[src/rtl/trap_controller.sv]
// -----------------------------------------------------------------------------
// trap_controller
//
// Sequences synchronous exceptions, the machine timer interrupt and MRET at
// the pipeline commit point. It sits upstream of csr_file: it pulses
// exception_en / mret_en into it and reads back mtvec / mepc to redirect
// fetch. It also owns the pipeline flush for the whole trap entry/exit.
//
// Ports
//   clk                 system clock, rising edge
//   rst                 synchronous, active-high reset
//   commit_valid        commit slot holds a real instruction
//   commit_stall        commit stage stalled; nothing is accepted while high
//   commit_pc[31:0]     PC of the commit-stage instruction
//   fetch_misaligned    instruction-address-misaligned     (cause 0)
//   illegal_instr       illegal instruction                (cause 2)
//   is_ebreak           EBREAK                             (cause 3)
//   is_ecall            ECALL from M-mode                  (cause 11)
//   is_mret             MRET at commit
//   timer_irq           level-sensitive machine timer interrupt request
//   mie                 global interrupt enable (mstatus.MIE)
//   mtvec_in[31:0]      csr_file.mtvec_out
//   mepc_in[31:0]       csr_file.mepc_out
//   exception_en        registered one-cycle pulse to csr_file (TRAP state)
//   exception_pc[31:0]  PC latched at acceptance, held while idle
//   exception_cause     cause latched at acceptance, held while idle
//   mret_en             registered one-cycle pulse (MRET state)
//   flush               kill all in-flight instructions, including commit
//   pc_redirect_en      registered one-cycle fetch redirect
//   pc_redirect_target  registered redirect address
//   busy                high whenever the sequencer is not idle
// -----------------------------------------------------------------------------
module trap_controller (
  input  logic        clk,
  input  logic        rst,
  input  logic        commit_valid,
  input  logic        commit_stall,
  input  logic [31:0] commit_pc,
  input  logic        fetch_misaligned,
  input  logic        illegal_instr,
  input  logic        is_ebreak,
  input  logic        is_ecall,
  input  logic        is_mret,
  input  logic        timer_irq,
  input  logic        mie,
  input  logic [31:0] mtvec_in,
  input  logic [31:0] mepc_in,
  output logic        exception_en,
  output logic [31:0] exception_pc,
  output logic [31:0] exception_cause,
  output logic        mret_en,
  output logic        flush,
  output logic        pc_redirect_en,
  output logic [31:0] pc_redirect_target,
  output logic        busy
);

  localparam logic [1:0] ST_IDLE     = 2'd0;
  localparam logic [1:0] ST_TRAP     = 2'd1;
  localparam logic [1:0] ST_REDIRECT = 2'd2;
  localparam logic [1:0] ST_MRET     = 2'd3;

  localparam logic [31:0] CAUSE_MISALIGNED = 32'h0000_0000;
  localparam logic [31:0] CAUSE_ILLEGAL    = 32'h0000_0002;
  localparam logic [31:0] CAUSE_EBREAK     = 32'h0000_0003;
  localparam logic [31:0] CAUSE_ECALL_M    = 32'h0000_000B;
  localparam logic [31:0] CAUSE_M_TIMER    = 32'h8000_0007;

  logic [1:0] state;
  logic [1:0] state_nxt;

  logic sync_exc;
  logic irq_take;
  logic trap_take;
  logic accept;
  logic accept_trap;
  logic accept_mret;

  // Cause encoding in priority order; only meaningful when a trap is taken.
  function automatic logic [31:0] sel_cause(
    input logic misaligned,
    input logic illegal,
    input logic ebreak,
    input logic ecall
  );
    logic [31:0] c;
    if (misaligned)   c = CAUSE_MISALIGNED;
    else if (illegal) c = CAUSE_ILLEGAL;
    else if (ebreak)  c = CAUSE_EBREAK;
    else if (ecall)   c = CAUSE_ECALL_M;
    else              c = CAUSE_M_TIMER;
    return c;
  endfunction

  // Direct mode only: the low two mode bits of mtvec are dropped.
  function automatic logic [31:0] vec_base(input logic [31:0] mtvec);
    return {mtvec[31:2], 2'b00};
  endfunction

  assign sync_exc  = fetch_misaligned | illegal_instr | is_ebreak | is_ecall;
  assign irq_take  = timer_irq & mie;
  assign trap_take = sync_exc | irq_take;

  // Acceptance only happens in IDLE. Gating with rst keeps flush quiet while
  // the block is being reset, even if the pipeline presents an event.
  assign accept      = (state == ST_IDLE) & ~rst & commit_valid & ~commit_stall &
                       (trap_take | is_mret);
  assign accept_trap = accept & trap_take;
  assign accept_mret = accept & ~trap_take;

  always_comb begin
    state_nxt = state;
    case (state)
      ST_IDLE: begin
        if (accept_trap)      state_nxt = ST_TRAP;
        else if (accept_mret) state_nxt = ST_MRET;
      end
      ST_TRAP:     state_nxt = ST_REDIRECT;
      ST_REDIRECT: state_nxt = ST_IDLE;
      ST_MRET:     state_nxt = ST_IDLE;
      default:     state_nxt = ST_IDLE;
    endcase
  end

  // State and pulse outputs. Pulses are registered from the next state so
  // each one is high exactly for the cycle the FSM spends in its state.
  always_ff @(posedge clk) begin
    if (rst) begin
      state          <= ST_IDLE;
      exception_en   <= 1'b0;
      mret_en        <= 1'b0;
      pc_redirect_en <= 1'b0;
    end else begin
      state          <= state_nxt;
      exception_en   <= (state_nxt == ST_TRAP);
      mret_en        <= (state_nxt == ST_MRET);
      pc_redirect_en <= (state_nxt == ST_REDIRECT) | (state_nxt == ST_MRET);
    end
  end

  // Trap record and redirect address. These are cleared on reset because
  // downstream logic treats their reset value as architecturally visible.
  // The trap vector is sampled on the TRAP cycle so an MTVEC write that
  // committed just before the trap has reached mtvec_in by then; the MRET
  // return address is sampled in the accept cycle.
  always_ff @(posedge clk) begin
    if (rst) begin
      exception_pc       <= 32'h0;
      exception_cause    <= 32'h0;
      pc_redirect_target <= 32'h0;
    end else begin
      if (accept_trap) begin
        exception_pc    <= commit_pc;
        exception_cause <= sel_cause(fetch_misaligned, illegal_instr,
                                     is_ebreak, is_ecall);
      end
      if (state == ST_TRAP)
        pc_redirect_target <= vec_base(mtvec_in);
      else if (accept_mret)
        pc_redirect_target <= mepc_in;
    end
  end

  // The combinational accept term blocks the faulting instruction's
  // writeback in the very cycle it is seen at commit.
  assign flush = accept | (state != ST_IDLE);
  assign busy  = (state != ST_IDLE);

endmodule
[config.mk]
export PLATFORM = sky130hd
export DESIGN_NAME = trap_controller
export DESIGN_NICKNAME = d
export VERILOG_FILES = /design/src/rtl/trap_controller.sv
export SDC_FILE = /design/constraint.sdc
export NUM_CORES = 1
export LEC_CHECK = 0
export ABC_CLOCK_PERIOD_IN_PS = 1800
export CAP_MARGIN = 20
export CORE_ASPECT_RATIO = 1.4
export CORE_MARGIN = 2
export CORE_UTILIZATION = 30
export CTS_CLUSTER_DIAMETER = 120
export CTS_CLUSTER_SIZE = 10
export DETAILED_ROUTE_END_ITERATION = 10
export GPL_ROUTABILITY_DRIVEN = 0
export PLACE_DENSITY = 0.77
export SETUP_SLACK_MARGIN = 0.02
export SYNTH_ARGS = -nofsm -noshare
export SYNTH_HDL_FRONTEND = slang
export SYNTH_SLANG_ARGS = --single-unit
export TNS_END_PERCENT = 1
[constraint.sdc]
create_clock -name clk -period 1.8 [get_ports clk]
set_clock_uncertainty 0.2 [all_clocks]
set_input_delay 0.36 -clock clk [delete_from_list [all_inputs] [get_ports clk]]
set_output_delay 0.36 -clock clk [all_outputs]
set_load 0.01 [all_outputs]
==> key figures <==
Status
  • Status: finished, violations left
  • Failing checks: negative setup slack

Critical path
  • R2R depth: 5
  • WP data required: around 1200 ps
  • Cell Chain, Critical Path: buf_2 -> or4_4 -> o31a_1 -> nand2b_4 -> buf_6
  • Delay of the slowest critical-path stage: roughly 520 ps
  • Arrival time at the worst endpoint: 1510 ps
  • Worst reg2reg startpoint: pc_redirect_en
  • Crit path launch type: input port
  • Crit path buf inv count: 2
  • Max Fanout on Critical Path: 2
  • CP top delay family: simple AND/OR/NAND/NOR gates
  • Crit. End Element: primary output
  • Reg2reg end: pc_redirect_target[12]
  • Internal reg-to-reg setup slack: roughly 50 ps
  • Critical path class: in2out
  • Slowest CP cell: or4_4

Cells and area
  • Commonest non-fill, non-tap cell in the layout: clkdlybuf4s50_1
  • Post-Layout Cell Count: approximately 700
  • Commonest non-fill, non-tap cells in the layout: clkdlybuf4s50_1 (104), nor3_1 (84), dfxtp_1 (70)
  • Fin area: between 5000 and 6000 um2
  • Ratio of cells with drive above 1 in the final layout: about 9.8%
  • N_diodes: 0
  • Nets@finish: roughly 680
  • Layout area overhead: 76.5%
  • Fin util: around 54%

Logic synthesis
  • Area fraction of the dominant cell type after synthesis: 47.2%
  • YS warnings: 0
  • Post-synth cell types: 32
  • Yosys reg bits: a little over 70
  • Largest area contributor in the netlist: dfxtp_1
  • Synth top area cells: dfxtp_1 (47%), nor3_1 (14%), nand2_1 (8.4%)
  • Synthesized instance count: ~380
  • Mapped Area: 3060 um2
  • Register area share after synthesis: between 40% and 50%
  • Average cell area after synthesis: approximately 8 um2

Placed design
  • DP HPWL: roughly 7.1 mm
  • Placed Area: between 4000 and 5000 um2
  • Pre-CTS WS: -1020 ps
  • Placed Cells: ~690
  • Port buffer count: 178

Timing
  • Slew Limit Fails: 0
  • Tmin final: around 2100 ps
  • TNS Setup: -1840 ps
  • Final count of hold timing violations: 0
  • Hold slack: ~150 ps
  • Final WS setup: -274 ps
  • Final setup vio count: 29
  • RSZ-0062 raised after global routing: true
  • Final period util: 115%
  • FMAX: just under 0.5 GHz

Die
  • Ports: roughly 210
  • Die W: ~90 um
  • Die area: 11,000 um2
  • Core Box Area: about 10000 um2
  • Row Count: 43
  • Die Ht: ~120 um
  • Initial core utilization: between 30% and 40%

Clock network
  • # clock sinks: just over 70
  • Root Buffer: clkbuf_16
  • TritonCTS clock tree: yes
  • CTS Buffer Depth: 2
  • H-tree level count: 3
  • Clk Latency, worst-skew pair: roughly 320 ps
  • CTS buffer count: 9
  • Clock transition at path regs: ~50 ps
  • Cts hold-fix bufs: 0

Hold path
  • Hold path endpoint: exception_cause[1]
  • Worst hold path class: in2reg
  • HP Start: fetch_misaligned
  • WHS Path Cells: 3

GRT
  • Met1 usage: around 17%
  • First-pass GRT wire length: ~14 mm
  • Largest net degree at the start of global routing: between 40 and 50
  • Gr ovfl total: 0
  • Initial antenna violation count: 0
  • M3 GR Usage: 6.34%
  • Grt peak-use layer: met2
  • GR Util All Layers: ~17%
  • Met2 Resource Use GR: around 29%
  • Vias in the first global route: ~3,200

Job
  • MaxCap Viol Count: 0

Pwr
  • Leakage: around 2.8 nW
  • Overall Power: between 4 and 5 mW
  • Pwr/cell area: between 700 and 800 nW/um2
  • Max rail drop VDD: between 500 and 600 uV

Detailed routing
  • DR WL/cell: 13.4 um
  • DR iter-0 viols: between 60 and 70
  • Drt drc: 0
  • Routed vias/inst: between 4 and 5
  • DRT Pass-1 Iters: 5
  • Final wirelength: 9.51 mm
  • Antenna-violating nets left: 0
  • Vias post-DR: 3,304
## where the power goes
group	leakage, nW	internal (mW)	switching (mW)
Clock	0.149	1.20	0.624
Combinational	2.03	0.381	0.261
Sequential	0.587	1.66	0.0303
Total	2.77	3.24	0.915
## cells by family after synthesis
logic type	synth area share (%)
simple gates	26.0
flops	47.2
mux	0.655
buf+inv	12.7
compound gates	13.4
other cells	0.123
## per-layer routing
| layer | vias to the layer above | wire, um |
|---|---|---|
| met5 | - | 0 |
| met4 | 0 | 224 |
| met3 | 21 | 937 |
| met2 | 165 | 4820 |
| met1 | 1493 | 3520 |
| li1 | 1625 | - |
## synth_stat cells
cell type   n
o31a_1      1
conb_1      1
nand3_1     1
buf_6       5
nor2_1      8
buf_2       3
a21boi_0    1
nand2_1    68
and2_1      2
nor4_1      1
nor3_1     84
a211oi_1    1
o311a_1     3
or4_4       1
a21oi_1    36
mux2i_1     2
inv_2       1
inv_1       3
nand4_1     1
clkbuf_1   18
o211ai_4    1
nor3b_1     1
dfxtp_1    72
nor2b_1     1
nor4b_2     1
or3_1       1
buf_4      29
nand2b_1    2
o21ai_0    27
o22ai_1     3
clkinv_1    1
buf_1       3
## worst max-delay path by stage
stage,from,endpoint,cells past startpoint
floorplan,is_ebreak,flush,3
global route,pc_redirect_en,flush,5
detailed placement,is_ebreak,flush,5
global placement,is_ebreak,flush,5
finish,fetch_misaligned,flush,5
CTS,state[0],flush,5
## state kept, by name, summed over array words and instances, names as in the netlist
signal / cells
exception_pc: 32
pc_redirect_target: 32
exception_cause: 4
mret_en: 1
state: 1
exception_en: 1
pc_redirect_en: 1
## tightest hold or removal path: stages
cell	delay, ps
buf_2	90
buf_4	110
a211oi_1	50
## final cells by class
cell class	count	area, um2
fillers	918	4510
multi-input cells	274	1360
inverters	5	23.8
clock inverters	4	70.1
repair buffers	206	2090
flip-flops and latches	72	1440
clock buffers	11	233
well taps	135	169
## timing repair
item | 4_1_cts | 5_1_grt
resized for setup | 61 | 40
setup endpoints to repair | 101 | 109
buffers inserted | 1 | 0
pin swaps | 7 | 13
Note: power is estimated with default switching activity, not from simulation.
